### src/rtl/alu_issue_if.sv
// Command and result handshake bundle between a command producer/result consumer
// and alu_issue_sequencer.
interface alu_issue_if #(
  parameter int unsigned TAG_W = 4
) ();
  logic             in_valid;
  logic             in_ready;
  logic [15:0]      in_a;
  logic [15:0]      in_b;
  logic [3:0]       in_op;
  logic [TAG_W-1:0] in_tag;

  logic             out_valid;
  logic             out_ready;
  logic [31:0]      out_result;
  logic [TAG_W-1:0] out_tag;
  logic             out_err;
  logic             out_dz;

  // Producer of commands / consumer of results.
  modport master (
    output in_valid, in_a, in_b, in_op, in_tag, out_ready,
    input  in_ready, out_valid, out_result, out_tag, out_err, out_dz
  );

  // The sequencer itself.
  modport slave (
    input  in_valid, in_a, in_b, in_op, in_tag, out_ready,
    output in_ready, out_valid, out_result, out_tag, out_err, out_dz
  );
endinterface

### src/rtl/alu_issue_sequencer.sv
// Queues ALU commands, issues them one at a time to the ALU operand/opcode inputs,
// waits the opcode latency and returns the tagged result over a valid/ready port.
module alu_issue_sequencer #(
  parameter int unsigned DEPTH     = 4,
  parameter int unsigned TAG_W     = 4,
  parameter int unsigned COMB_LAT  = 1,
  parameter int unsigned SHIFT_LAT = 2
) (
  input  logic                       clk,
  input  logic                       rst_b,
  alu_issue_if.slave                 bus,
  output logic [15:0]                alu_a,
  output logic [15:0]                alu_b,
  output logic [3:0]                 alu_op,
  input  logic [31:0]                alu_rezultat,
  output logic                       busy,
  output logic [$clog2(DEPTH):0]     count
);

  localparam int unsigned PTR_W   = $clog2(DEPTH);
  localparam int unsigned CNT_W   = PTR_W + 1;
  localparam int unsigned MAX_LAT = (SHIFT_LAT > COMB_LAT) ? SHIFT_LAT : COMB_LAT;
  localparam int unsigned LAT_W   = $clog2(MAX_LAT + 1);

  typedef enum logic [1:0] {S_IDLE, S_WAIT, S_HOLD} state_t;

  typedef struct packed {
    logic [15:0]      a;
    logic [15:0]      b;
    logic [3:0]       op;
    logic [TAG_W-1:0] tag;
  } cmd_t;

  state_t           state_q, state_d;
  cmd_t             mem_q [DEPTH];
  cmd_t             mem_d [DEPTH];
  logic [PTR_W-1:0] wr_ptr_q, wr_ptr_d;
  logic [PTR_W-1:0] rd_ptr_q, rd_ptr_d;
  logic [CNT_W-1:0] count_q, count_d;
  logic [LAT_W-1:0] lat_cnt_q, lat_cnt_d;
  logic [15:0]      alu_a_q, alu_a_d;
  logic [15:0]      alu_b_q, alu_b_d;
  logic [3:0]       alu_op_q, alu_op_d;
  logic             out_valid_q, out_valid_d;
  logic [31:0]      out_result_q, out_result_d;
  logic [TAG_W-1:0] out_tag_q, out_tag_d;
  logic             out_err_q, out_err_d;
  logic             out_dz_q, out_dz_d;

  cmd_t in_cmd;
  cmd_t head;
  logic in_ready_c;
  logic push;
  logic issue;
  logic empty;

  assign in_ready_c = (count_q != CNT_W'(DEPTH));
  assign empty      = (count_q == '0);
  assign push       = bus.in_valid && in_ready_c;
  assign head       = mem_q[rd_ptr_q];

  // Next-state: FIFO bookkeeping, issue decision and result capture.
  always_comb begin
    state_d      = state_q;
    mem_d        = mem_q;
    wr_ptr_d     = wr_ptr_q;
    rd_ptr_d     = rd_ptr_q;
    lat_cnt_d    = lat_cnt_q;
    alu_a_d      = alu_a_q;
    alu_b_d      = alu_b_q;
    alu_op_d     = alu_op_q;
    out_valid_d  = out_valid_q;
    out_result_d = out_result_q;
    out_tag_d    = out_tag_q;
    out_err_d    = out_err_q;
    out_dz_d     = out_dz_q;
    issue        = 1'b0;

    in_cmd.a   = bus.in_a;
    in_cmd.b   = bus.in_b;
    in_cmd.op  = bus.in_op;
    in_cmd.tag = bus.in_tag;

    case (state_q)
      S_IDLE: begin
        if (!empty) issue = 1'b1;
      end
      S_WAIT: begin
        if (lat_cnt_q == LAT_W'(1)) begin
          out_result_d = alu_rezultat;
          out_valid_d  = 1'b1;
          state_d      = S_HOLD;
        end else begin
          lat_cnt_d = lat_cnt_q - LAT_W'(1);
        end
      end
      S_HOLD: begin
        if (out_valid_q && bus.out_ready) begin
          out_valid_d = 1'b0;
          if (!empty) issue = 1'b1;
          else        state_d = S_IDLE;
        end
      end
      default: state_d = S_IDLE;
    endcase

    // Unsupported opcodes never reach the ALU; they complete immediately with err set.
    if (issue) begin
      rd_ptr_d  = rd_ptr_q + PTR_W'(1);
      out_tag_d = head.tag;
      out_dz_d  = (head.op == 4'b1001) && (head.b == 16'h0000);
      if (head.op >= 4'b1010) begin
        out_err_d    = 1'b1;
        out_result_d = 32'h0000_0000;
        out_valid_d  = 1'b1;
        state_d      = S_HOLD;
      end else begin
        out_err_d = 1'b0;
        alu_a_d   = head.a;
        alu_b_d   = head.b;
        alu_op_d  = head.op;
        lat_cnt_d = (head.op[3:1] == 3'b011) ? LAT_W'(SHIFT_LAT) : LAT_W'(COMB_LAT);
        state_d   = S_WAIT;
      end
    end

    if (push) begin
      mem_d[wr_ptr_q] = in_cmd;
      wr_ptr_d        = wr_ptr_q + PTR_W'(1);
    end

    count_d = count_q + CNT_W'(push) - CNT_W'(issue);
  end

  always_ff @(posedge clk) begin
    if (rst_b) begin
      state_q      <= S_IDLE;
      wr_ptr_q     <= '0;
      rd_ptr_q     <= '0;
      count_q      <= '0;
      lat_cnt_q    <= '0;
      alu_a_q      <= '0;
      alu_b_q      <= '0;
      alu_op_q     <= '0;
      out_valid_q  <= 1'b0;
      out_result_q <= '0;
      out_tag_q    <= '0;
      out_err_q    <= 1'b0;
      out_dz_q     <= 1'b0;
    end else begin
      state_q      <= state_d;
      wr_ptr_q     <= wr_ptr_d;
      rd_ptr_q     <= rd_ptr_d;
      count_q      <= count_d;
      lat_cnt_q    <= lat_cnt_d;
      alu_a_q      <= alu_a_d;
      alu_b_q      <= alu_b_d;
      alu_op_q     <= alu_op_d;
      out_valid_q  <= out_valid_d;
      out_result_q <= out_result_d;
      out_tag_q    <= out_tag_d;
      out_err_q    <= out_err_d;
      out_dz_q     <= out_dz_d;
    end
    mem_q <= mem_d;
  end

  assign bus.in_ready   = in_ready_c;
  assign bus.out_valid  = out_valid_q;
  assign bus.out_result = out_result_q;
  assign bus.out_tag    = out_tag_q;
  assign bus.out_err    = out_err_q;
  assign bus.out_dz     = out_dz_q;
  assign alu_a          = alu_a_q;
  assign alu_b          = alu_b_q;
  assign alu_op         = alu_op_q;
  assign count          = count_q;
  assign busy           = (state_q != S_IDLE) || !empty;

endmodule

### src/flat_wrapper.sv
// flat-port wrapper written by rule: the top's interface ports become plain ports
module alu_issue_sequencer_flat 
#(
  parameter int unsigned DEPTH     = 4,
  parameter int unsigned TAG_W     = 4,
  parameter int unsigned COMB_LAT  = 1,
  parameter int unsigned SHIFT_LAT = 2
)
  (clk, rst_b, alu_a, alu_b, alu_op, alu_rezultat, busy, count, bus_in_valid, bus_in_a, bus_in_b, bus_in_op, bus_in_tag, bus_out_ready, bus_in_ready, bus_out_valid, bus_out_result, bus_out_tag, bus_out_err, bus_out_dz);
  alu_issue_if #(.TAG_W(TAG_W)) bus_i ();
  input  logic clk;
  input  logic rst_b;
  output logic [15:0] alu_a;
  output logic [15:0] alu_b;
  output logic [3:0] alu_op;
  input  logic [31:0] alu_rezultat;
  output logic busy;
  output logic [$clog2(DEPTH):0] count;
  input wire logic [$bits(bus_i.in_valid)-1:0] bus_in_valid;
  input wire logic [$bits(bus_i.in_a)-1:0] bus_in_a;
  input wire logic [$bits(bus_i.in_b)-1:0] bus_in_b;
  input wire logic [$bits(bus_i.in_op)-1:0] bus_in_op;
  input wire logic [$bits(bus_i.in_tag)-1:0] bus_in_tag;
  input wire logic [$bits(bus_i.out_ready)-1:0] bus_out_ready;
  output wire logic [$bits(bus_i.in_ready)-1:0] bus_in_ready;
  output wire logic [$bits(bus_i.out_valid)-1:0] bus_out_valid;
  output wire logic [$bits(bus_i.out_result)-1:0] bus_out_result;
  output wire logic [$bits(bus_i.out_tag)-1:0] bus_out_tag;
  output wire logic [$bits(bus_i.out_err)-1:0] bus_out_err;
  output wire logic [$bits(bus_i.out_dz)-1:0] bus_out_dz;
  assign bus_i.in_valid = bus_in_valid;
  assign bus_i.in_a = bus_in_a;
  assign bus_i.in_b = bus_in_b;
  assign bus_i.in_op = bus_in_op;
  assign bus_i.in_tag = bus_in_tag;
  assign bus_i.out_ready = bus_out_ready;
  assign bus_in_ready = bus_i.in_ready;
  assign bus_out_valid = bus_i.out_valid;
  assign bus_out_result = bus_i.out_result;
  assign bus_out_tag = bus_i.out_tag;
  assign bus_out_err = bus_i.out_err;
  assign bus_out_dz = bus_i.out_dz;
  alu_issue_sequencer #(.DEPTH(DEPTH), .TAG_W(TAG_W), .COMB_LAT(COMB_LAT), .SHIFT_LAT(SHIFT_LAT)) u_core (.clk(clk), .rst_b(rst_b), .bus(bus_i), .alu_a(alu_a), .alu_b(alu_b), .alu_op(alu_op), .alu_rezultat(alu_rezultat), .busy(busy), .count(count));
endmodule
### config.mk
export PLATFORM = sky130hd
export DESIGN_NAME = alu_issue_sequencer_flat
export DESIGN_NICKNAME = d
export VERILOG_FILES = /design/src/rtl/alu_issue_if.sv /design/src/rtl/alu_issue_sequencer.sv /design/src/flat_wrapper.sv
export SDC_FILE = /design/constraint.sdc
export NUM_CORES = 1
export LEC_CHECK = 0
export ABC_AREA = 0
export BUFFER_PORTS_ARGS = -buffer_cell sky130_fd_sc_hd__buf_2
export CELL_PAD_IN_SITES_DETAIL_PLACEMENT = 0
export CELL_PAD_IN_SITES_GLOBAL_PLACEMENT = 1
export CORE_MARGIN = 10
export CORE_UTILIZATION = 49
export DETAILED_ROUTE_END_ITERATION = 10
export GPL_ROUTABILITY_DRIVEN = 0
export PLACE_DENSITY = 0.92
export SYNTH_ARGS = -nofsm -noshare
export SYNTH_HDL_FRONTEND = slang
export SYNTH_SLANG_ARGS = --single-unit
### constraint.sdc
create_clock -name clk -period 5.65 [get_ports clk]
set_input_delay 0.2825 -clock clk [delete_from_list [all_inputs] [get_ports clk]]
set_output_delay 0.2825 -clock clk [all_outputs]
set_load 0.02 [all_outputs]
==> flow_metrics.env, run 1 <==
export IMPL_status="finished clean"
export IMPL_ys_ff_latch=246
export IMPL_clock_sinks=246
export IMPL_die_w_um=158
export IMPL_syn_area_per_cell_um2=14.6
export IMPL_asyncSetResetFlopFracSynth_pct=0
export IMPL_cp_arrival_ns=3.56
export IMPL_vias=6038
export IMPL_synth_edf_count=160
export IMPL_min_path_type="in -> reg"
export IMPL_period_needed_ns=3.17
export IMPL_slew_headroom_pct=26.1
export IMPL_ant_nets=0
export IMPL_p_int_mw=3.78
export IMPL_fmax_mhz=316
export IMPL_synthCells=633
export IMPL_syn_num_nets=720
export IMPL_wl_per_cell_um=19.6
export IMPL_grt_pass1_vias=6265
export IMPL_grt_total_usage_pct=17.4
export IMPL_wl_um=21700
export IMPL_h_tree_depth=1
export IMPL_fin_nets=940
export IMPL_final_cell_mix="edfxtp_1 (160), buf_2 (155), dfxtp_1 (84), nand2_1 (82), a21oi_1 (78)"
export IMPL_clk_pin_slew_worst_paths_ns=0.06
export IMPL_cp_required_ns=6.04
export IMPL_cts_buffers=26
export IMPL_clk_latency_ns=0.54
export IMPL_switching_share_pct=33.7
export IMPL_layout_drive_gt1_share_pct=28.3
export IMPL_utilization_pct=62.9
export IMPL_p_switching_mw=1.92
export IMPL_pin_count=156
export IMPL_finalCritPeriodShare_pct=56.0
export IMPL_ir_worst_vdd_mv=0.326
export IMPL_r2r_cells=12
export IMPL_core_area_um2=18600
export IMPL_ys_flop_type="edfxtp_1"
export IMPL_worst_setup_path_start_kind="register"
export IMPL_netlist_area_um2=9270
export IMPL_cap_viol_max_count=0
export IMPL_route_detailed_drc=0
export IMPL_clkPwrFrac_pct=28.5
export IMPL_vias_per_cell=5.45
export IMPL_hold_viol=0
export IMPL_cellLeakagePower_nw=4.29
export IMPL_crit_type="reg -> reg"
export IMPL_die_y_um=158
export IMPL_ys_warn_count=0
export IMPL_drtIter0Drc=374
export IMPL_die_area_um2=24800
export IMPL_grt_pass1_wl_um=34200
export IMPL_mostFrequentLayoutCell="edfxtp_1"
export IMPL_worst_pin_slew_ns=1.11
export IMPL_rsz0062_at_grt="false"
export IMPL_finClkSkew_ns=0.0175
export IMPL_postCtsSetupBuffers=0
export IMPL_antenna_found_initial=1
export IMPL_p_seq_share_pct=41.9
export IMPL_fillCellCount=1343
export IMPL_rows=50
export IMPL_pwr_share_comb_pct=29.6
export IMPL_crit_fanout=46
export IMPL_endpoint_kind="register"
export IMPL_holdPathStages=3
export IMPL_start_util_pct=49.7
export IMPL_setup_tns_ns=0
export IMPL_power_density_nw_per_um2=486
export IMPL_setup_viol=0
export IMPL_syn2layout_area_growth_pct=26.5
export IMPL_seq_area_frac_synth_pct=70.4
export IMPL_report_final_slew_viol_count=0
export IMPL_synth_cell_types=46
export IMPL_grt_max_degree=57
export IMPL_dp_hpwl_um=13200
export IMPL_cts_resized_gates=0
export IMPL_root_buffer="clkbuf_16"
export IMPL_hold_buffers=71
export IMPL_port_buffers=155
export IMPL_cts_tree="yes"
export IMPL_overflow=0
export IMPL_drtPass1Iterations=5
export IMPL_clk_path_buf_depth=3
-- stage by stage --
step	total power, mW	instances	area [µm²]	setup slack [ns]	hold WS, ns
floorplan	3.58	633	9270	3.21	0.381
global placement	4.04	988	10200	2.52	0.438
detailed placement	4.08	988	10200	2.45	0.444
CTS	5.75	1107	11700	2.43	0.0156
global route	6.00	1108	11700	2.17	0.0301
finish	5.70	1108	11700	2.48	0.0301
-- power groups by stage --
| stage | sequential, mW | clock [mW] | combinational (mW) |
|---|---|---|---|
| final | 2.39 | 1.62 | 1.69 |
| after global routing | 2.42 | 1.73 | 1.85 |
| after CTS | 2.39 | 1.65 | 1.71 |
| after detailed placement | 2.42 | 0 | 1.66 |
| after global placement | 2.41 | 0 | 1.63 |
| after floorplan | 2.54 | 0 | 1.04 |
-- critical path, cell delays in order (launching register included) --
cell	delay [ns]
dfxtp_1	0.33
inv_1	0.07
ha_1	0.23
a31oi_1	0.46
or2_2	0.80
nor2_1	0.17
a21o_1	0.20
ha_1	0.18
inv_1	0.06
fa_1	0.17
xor2_1	0.17
xnor2_1	0.13
nor2_1	0.05
-- registers in the layout (all words and copies together), names as in the netlist --
| signal | flops |
|---|---|
| u_core.state_q | 2 |
| u_core.bus.out_dz | 1 |
| u_core.wr_ptr_q | 2 |
| u_core.lat_cnt_q | 2 |
| u_core.alu_a | 16 |
| u_core.rd_ptr_q | 2 |
| u_core.alu_op | 4 |
| u_core.bus.out_result | 32 |
| u_core.bus.out_err | 1 |
| u_core.bus.out_tag | 4 |
| u_core.bus.out_valid | 1 |
| u_core.alu_b | 16 |
| u_core.mem_q | 160 |
| u_core.count | 3 |
-- final timing paths --
kind / start / end / slack [ns]
min: alu_rezultat[3] / u_core.bus.out_result[3]$_SDFF_PP0_ / 0.03
max reg2reg: u_core.state_q[0]$_SDFFE_PP0P_ / u_core.count[2]$_SDFF_PP0_ / 2.48
max: u_core.state_q[0]$_SDFFE_PP0P_ / u_core.count[2]$_SDFF_PP0_ / 2.48
min reg2reg: u_core.bus.out_result[18]$_SDFF_PP0_ / u_core.bus.out_result[18]$_SDFF_PP0_ / 0.45
-- routing by layer --
metal  part of all wire, %  routed length, µm  vias to the layer above  global-route usage, %
met4                   1.8                380                        0                   4.14
li1                      -                  -                     2813                      -
met1                    41               8920                     2951                   21.2
met5                     0                  0                        -                      0
met2                    49              10600                      243                   29.9
met3                   8.4               1820                       31                   4.89
-- final cells by class --
| class | count | area (µm²) | share of cell area (%) |
|---|---|---|---|
| Inverter | 8 | 30.0 | 0.256 |
| Tap cell | 234 | 293 | 2.50 |
| Antenna cell | 1 | 2.50 | 0.0213 |
| Timing Repair Buffer | 234 | 1550 | 13.2 |
| Clock buffer | 31 | 669 | 5.71 |
| Multi-Input combinational cell | 337 | 2500 | 21.3 |
| Sequential cell | 246 | 6530 | 55.7 |
| Clock inverter | 17 | 156 | 1.33 |
-- synthesized netlist by cell type, types with 2 or more instances --
cell type / n / area, µm²
nand2_1: 82 / 308
a21oi_1: 78 / 390
inv_1: 8 / 30.0
o21ai_1: 7 / 35.0
nor3b_1: 3 / 22.5
dfxtp_1: 86 / 1720
a21o_1: 3 / 22.5
edfxtp_1: 160 / 4800
o21ai_0: 32 / 160
clkbuf_8: 2 / 27.5
nand3_1: 34 / 170
nor2_1: 12 / 45.0
nor3_1: 2 / 10.0
ha_1: 10 / 125
clkbuf_1: 25 / 93.8
xnor2_1: 4 / 35.0
nor2b_1: 2 / 12.5
or3_1: 2 / 12.5
mux4_1: 4 / 105
nor4_2: 2 / 25.0
and2_1: 6 / 37.5
buf_2: 10 / 50.1
mux4_2: 36 / 811
-- logic make-up after synthesis --
kind of cell	Yosys count	share of synthesized area, %
flops	246	70.4
simple gates	149	7.22
compound gates	131	7.59
buf+inv	50	2.77
mux	41	9.99
fa+ha+maj	11	1.57
xor+xnor	5	0.472
(Power assumes the default switching activity.)
==> run 2, diff against run 1 <==
--- a/config.mk
+++ b/config.mk
@@ -10,10 +10,10 @@
 export CELL_PAD_IN_SITES_DETAIL_PLACEMENT = 0
 export CELL_PAD_IN_SITES_GLOBAL_PLACEMENT = 1
 export CORE_MARGIN = 10
-export CORE_UTILIZATION = 49
+export CORE_UTILIZATION = 46
 export DETAILED_ROUTE_END_ITERATION = 10
 export GPL_ROUTABILITY_DRIVEN = 0
-export PLACE_DENSITY = 0.92
+export PLACE_DENSITY = 0.87
 export SYNTH_ARGS = -nofsm -noshare
 export SYNTH_HDL_FRONTEND = slang
 export SYNTH_SLANG_ARGS = --single-unit
==> constraint.sdc (replaced) <==
create_clock -name clk -period 3.2 [get_ports clk]
set_input_delay 0.16 -clock clk [delete_from_list [all_inputs] [get_ports clk]]
set_output_delay 0.16 -clock clk [all_outputs]
set_load 0.02 [all_outputs]
==> run 2 against run 1 <==
- combinational power grew 79%
- sequential power grew 77%
- global-route usage shrank 1.2 points
- cell area grew 1.0%
- flip-flop and latch count is the same
- clock skew grew 0.0036 ns
- worst hold slack gained 0.061 ns
- first-iteration DRC count grew 40%
- critical path depth is the same
- register-to-register slack lost 1.8 ns
- sequential share of layout area shrank 0.56 points
- via count grew 0.13%
- critical endpoint unchanged
- largest cell class unchanged
==> flow_metrics.env, run 2 (synthesis results as in run 1) <==
export IMPL_die_w_um=162
export IMPL_setup_slack_ns=0.669
export IMPL_hold_viol=0
export IMPL_fillCellCount=1511
export IMPL_power_mw=10.0
export IMPL_clk_latency_ns=0.53
export IMPL_overflow=0
export IMPL_grt_max_degree=56
export IMPL_wl_um=21700
export IMPL_layout_drive_gt1_share_pct=28.9
export IMPL_antenna_found_initial=0
export IMPL_r2r_start="u_core.state_q[0]$_SDFFE_PP0P_"
export IMPL_crit_type="reg -> reg"
export IMPL_setup_tns_ns=0
export IMPL_cellLeakagePower_nw=4.34
export IMPL_worst_pin_slew_ns=1.05
export IMPL_rrSetupSlack_ns=0.67
export IMPL_power_density_nw_per_um2=846
export IMPL_utilization_pct=60.3
export IMPL_clock_sinks=246
export IMPL_pin_count=156
export IMPL_clk_pin_slew_worst_paths_ns=0.06
export IMPL_report_final_slew_viol_count=0
export IMPL_cap_viol_max_count=0
export IMPL_finalCritPeriodShare_pct=79.1
export IMPL_multi_input_area_um2=2510
export IMPL_grt_total_usage_pct=16.2
export IMPL_cp_required_ns=3.59
export IMPL_ant_nets=0
export IMPL_vias=6046
export IMPL_start_util_pct=47.2
export IMPL_drtIter0Drc=525
export IMPL_min_path_type="in -> reg"
export IMPL_syn2layout_area_growth_pct=27.8
export IMPL_crit_fanout=5
export IMPL_rsz0062_at_grt="false"
export IMPL_slowest_stage="fa_1"
export IMPL_port_buffers=155
export IMPL_postCtsSetupBuffers=0
export IMPL_status="finished clean"
export IMPL_die_area_um2=26200
export IMPL_worst_setup_path_start_kind="register"
export IMPL_die_y_um=162
export IMPL_mostFrequentLayoutCell="edfxtp_1"
export IMPL_cts_buffers=26
export IMPL_antenna_cells=0
export IMPL_regArea_um2=6530
export IMPL_root_buffer="clkbuf_16"
export IMPL_slew_headroom_pct=30.0
export IMPL_fin_nets=948
export IMPL_endpoint_kind="register"
export IMPL_clk_path_buf_depth=3
export IMPL_fmax_mhz=395
export IMPL_path_cells="inv_1 > ha_1 > a31oi_1 > or2_2 > nor2_1 > a21o_1 > ha_1 > inv_1 > fa_1 > xor2_1 > xnor2_1 > nor2_1"
export IMPL_cts_resized_gates=0
export IMPL_hold_ws_ns=0.0908
export IMPL_period_needed_ns=2.53
export IMPL_cts_tree="yes"
export IMPL_h_tree_depth=1
export IMPL_cp_startpoint="u_core.state_q[0]$_SDFFE_PP0P_"
export IMPL_dp_hpwl_um=13100
export IMPL_pre_cts_ws_ns=0.651
export IMPL_ir_worst_vdd_mv=0.663
export IMPL_rows=51
export IMPL_setup_viol=0
export IMPL_core_area_um2=19700
export IMPL_max_flop_register="u_core.mem_q"
export IMPL_wl_per_cell_um=18.9
export IMPL_grt_pass1_wl_um=34600
export IMPL_drtPass1Iterations=5
export IMPL_final_cell_mix="edfxtp_1 (160), buf_2 (155), dfxtp_1 (84), nand2_1 (82), a21oi_1 (78)"
export IMPL_hold_start="bus_out_ready"
export IMPL_finClkSkew_ns=0.0211
export IMPL_largest_reg_flops=160
export IMPL_route_detailed_drc=0
export IMPL_vias_per_cell=5.28
export IMPL_cp_slowest_stage_delay_ns=0.37
export IMPL_grt_pass1_vias=6217
export IMPL_cp_arrival_ns=2.92
[run 2: changes by cell type in the layout (fill, tap and decap cells not counted), moves of 2 or more]
cell,previous run,this run
bufinv_16,2,0
buf_12,0,3
buf_4,8,12
clkbuf_8,0,3
[run 2: per-stage QoR]
step                area, µm²  instances
finish                  11800       1146
floorplan                9270        633
CTS                     11800       1146
global placement        10300       1026
detailed placement      10300       1026
global route            11800       1146
[run 2: worst max-delay path, delay by kind of cell, from the launching register on]
kind	cells	cell delay, ns
fa+ha+maj	3	0.72
simple gates	3	0.58
compound gates	2	0.34
flops	1	0.31
xor+xnor	2	0.29
buf+inv	2	0.15
[run 2: what timing repair did]
| action | CTS | global route |
|---|---|---|
| endpoints found under the setup margin | 0 | 0 |
| hold buffers | 72 | 0 |
| endpoints found under the hold margin | 192 | 0 |
[run 2: layout make-up]
| cell class | count | area share [%] |
|---|---|---|
| flip-flops and latches | 246 | 55.1 |
| multi-input cells | 337 | 21.2 |
| repair buffers | 242 | 13.9 |
| clock buffers | 34 | 6.00 |
| well taps | 265 | 2.80 |
| clock inverters | 14 | 0.771 |
| inverters | 8 | 0.253 |
[run 2: worst paths after layout]
check | end | cells past startpoint
hold / removal | u_core.bus.out_valid$_SDFF_PP0_ | 4
hold reg to reg | u_core.bus.out_result[25]$_SDFF_PP0_ | 2
setup / recovery | u_core.count[2]$_SDFF_PP0_ | 12
setup reg to reg | u_core.count[2]$_SDFF_PP0_ | 12
[run 2: routing by layer]
metal	track usage, %	wire length [µm]	part of all wire, %	vias up
li1	-	-	-	2821
met5	0	0	0	-
met3	3.79	1630	7.5	23
met1	21.6	9570	44	2967
met4	3.39	293	1.4	0
met2	26.4	10200	47	235
[run 2: power breakdown]
group	switching, mW	total [mW]	leakage, nW	internal [mW]
registers	0.295	4.22	2.17	3.93
logic	1.89	3.03	1.78	1.14
clock network	1.20	2.77	0.394	1.57
total	3.38	10.0	4.34	6.64
==> run 3, diff against run 2 <==
--- a/config.mk
+++ b/config.mk
@@ -10,10 +10,10 @@
 export CELL_PAD_IN_SITES_DETAIL_PLACEMENT = 0
 export CELL_PAD_IN_SITES_GLOBAL_PLACEMENT = 1
 export CORE_MARGIN = 10
-export CORE_UTILIZATION = 46
+export CORE_UTILIZATION = 41
 export DETAILED_ROUTE_END_ITERATION = 10
 export GPL_ROUTABILITY_DRIVEN = 0
-export PLACE_DENSITY = 0.87
+export PLACE_DENSITY = 0.83
 export SYNTH_ARGS = -nofsm -noshare
 export SYNTH_HDL_FRONTEND = slang
 export SYNTH_SLANG_ARGS = --single-unit
==> constraint.sdc (replaced) <==
create_clock -name clk -period 2.2 [get_ports clk]
set_input_delay 0.11 -clock clk [delete_from_list [all_inputs] [get_ports clk]]
set_output_delay 0.11 -clock clk [all_outputs]
set_load 0.02 [all_outputs]
==> run 3 against run 2 <==
- non-clock buffer count up 21
- power up 57%
- sequential share of layout area shrank 1.9 points
- clock power is 68% higher
- worst hold slack lost 0.025 ns
- critical path type unchanged
- wire length is 3.7% higher
- die area grew 11%
- final cell count rose by 3.1%
- largest power group unchanged
- setup slack got worse by 0.60 ns
==> flow_metrics.env, run 3 (synthesis results as in run 1) <==
export IMPL_cp_arrival_ns=2.51
export IMPL_power_mw=15.7
export IMPL_wl_um=22500
export IMPL_die_w_um=170
export IMPL_clk_latency_ns=0.54
export IMPL_cellLeakagePower_nw=4.53
export IMPL_r2r_end="u_core.count[2]$_SDFF_PP0_"
export IMPL_root_buffer="clkbuf_16"
export IMPL_max_flop_register="u_core.mem_q"
export IMPL_drtPass1Iterations=5
export IMPL_rsz0062_at_grt="true"
export IMPL_worst_pin_slew_ns=0.628
export IMPL_crit_path_end="u_core.count[2]$_SDFF_PP0_"
export IMPL_die_area_um2=29000
export IMPL_cts_tree="yes"
export IMPL_cts_buffers=26
export IMPL_finClkSkew_ns=0.0246
export IMPL_start_util_pct=42.1
export IMPL_h_tree_depth=1
export IMPL_vias_per_cell=5.17
export IMPL_crit_fanout=4
export IMPL_syn2layout_area_growth_pct=32.5
export IMPL_fillCellCount=1743
export IMPL_power_density_nw_per_um2=1280
export IMPL_cp_required_ns=2.58
export IMPL_pin_count=156
export IMPL_use_met1_pct=19.2
export IMPL_dp_hpwl_um=14300
export IMPL_grt_max_degree=33
export IMPL_status="finished clean"
export IMPL_grt_most_used_layer="met2"
export IMPL_grt_pass1_vias=6236
export IMPL_worst_setup_path_start_kind="register"
export IMPL_cp_startpoint="u_core.state_q[0]$_SDFFE_PP0P_"
export IMPL_clk_pin_slew_worst_paths_ns=0.06
export IMPL_wl_per_cell_um=19.0
export IMPL_period_needed_ns=2.13
export IMPL_utilization_pct=55.8
export IMPL_port_buffers=155
export IMPL_r2r_cells=12
export IMPL_clock_sinks=246
export IMPL_mostFrequentLayoutCell="edfxtp_1"
export IMPL_overflow=0
export IMPL_largest_reg_flops=160
export IMPL_r2r_start="u_core.state_q[0]$_SDFFE_PP0P_"
export IMPL_setup_viol=0
export IMPL_met2_usage_pct=25.5
export IMPL_rows=54
export IMPL_layout_drive_gt1_share_pct=32.6
export IMPL_final_cell_mix="edfxtp_1 (160), buf_2 (155), nand2_1 (82), a21oi_1 (78), dfxtp_1 (78)"
export IMPL_antenna_cells=0
export IMPL_endpoint_kind="register"
export IMPL_route_detailed_drc=0
export IMPL_ir_worst_vdd_mv=0.699
export IMPL_core_area_um2=22000
export IMPL_cap_viol_max_count=0
export IMPL_grt_pass1_wl_um=34900
export IMPL_die_y_um=170
export IMPL_fin_nets=969
export IMPL_report_final_slew_viol_count=0
export IMPL_min_path_type="in -> reg"
export IMPL_drtIter0Drc=489
export IMPL_clk_path_buf_depth=3
export IMPL_finalCritPeriodShare_pct=96.7
export IMPL_ant_nets=0
export IMPL_antenna_found_initial=1
export IMPL_fmax_mhz=470
export IMPL_crit_type="reg -> reg"
export IMPL_hold_viol=0
export IMPL_rrSetupSlack_ns=0.07
export IMPL_vias=6113
export IMPL_grt_total_usage_pct=15.1
export IMPL_use_met3_pct=3.86
export IMPL_slew_headroom_pct=58.1
==> run 3: cell types whose count changed in the layout (fill, tap and decap cells not counted), sizes merged <==
cell    change
bufinv      +6
clkbuf      -5
inv         -1
buf        +21
==> run 3: final cells by class <==
class | instances | area, µm² | share of cell area (%)
Clock inverter | 19 | 263 | 2.14
Clock buffer | 29 | 672 | 5.47
Tap cell | 280 | 350 | 2.85
Multi-Input combinational cell | 337 | 2560 | 20.8
Timing Repair Buffer | 263 | 1870 | 15.2
Inverter | 8 | 32.5 | 0.265
Sequential cell | 246 | 6540 | 53.2
==> run 3: metrics by stage <==
| stage | TNS (ns) | instances | hold slack [ns] | setup slack [ns] | instance area [µm²] |
|---|---|---|---|---|---|
| 2_1_floorplan | 0 | 633 | 0.209 | 0.0228 | 9320 |
| 3_3_place_gp | 0 | 1059 | 0.324 | 0.0580 | 10600 |
| 3_5_place_dp | 0 | 1059 | 0.330 | 0.0413 | 10600 |
| 4_1_cts | 0 | 1179 | 0.0383 | 0.0269 | 12200 |
| 5_1_grt | -0.0490 | 1182 | 0.0717 | -0.0490 | 12300 |
| 6_report | 0 | 1182 | 0.0663 | 0.0718 | 12300 |
==> run 3: worst min-delay path by stage <==
stage | start | endpoint | slack [ns] | cells after the start
2_1_floorplan | bus_in_tag[0] | u_core.mem_q[0]$_DFFE_PP_ | 0.21 | 0
3_3_place_gp | bus_in_b[6] | u_core.mem_q[14]$_DFFE_PP_ | 0.32 | 1
3_5_place_dp | bus_in_b[6] | u_core.mem_q[54]$_DFFE_PP_ | 0.33 | 1
4_1_cts | bus_out_ready | u_core.bus.out_valid$_SDFF_PP0_ | 0.04 | 4
5_1_grt | bus_out_ready | u_core.bus.out_valid$_SDFF_PP0_ | 0.07 | 4
6_report | bus_out_ready | u_core.bus.out_valid$_SDFF_PP0_ | 0.07 | 4
==> run 3: routing by layer <==
metal,up-vias,wire [µm]
li1,2863,-
met1,2992,9640
met2,230,10700
met3,26,1830
met4,2,293
met5,-,12
==> run 3: worst max-delay path: stages, from the launching register on <==
cell and delay [ns]:
dfxtp_2 0.34, inv_4 0.08, ha_4 0.14, a31oi_2 0.10, or2_4 0.25, nor2_4 0.11, a21o_1 0.09, ha_1 0.13
inv_1 0.05, fa_2 0.35, xor2_2 0.15, xnor2_1 0.13, nor2_1 0.05
==> run 3: where the power goes <==
| group | internal (mW) | leakage [nW] | switching, mW | total [mW] |
|---|---|---|---|---|
| clock network | 2.91 | 0.459 | 1.76 | 4.66 |
| registers | 5.72 | 2.17 | 0.407 | 6.13 |
| logic | 2.00 | 1.91 | 2.94 | 4.94 |
==> run 3: what timing repair did <==
item                       4_1_cts  5_1_grt
hold buffers                    72        0
hold endpoints to repair       192        0
setup endpoints to repair        0       46
setup buffers                    0        3
gates resized for setup          0        6
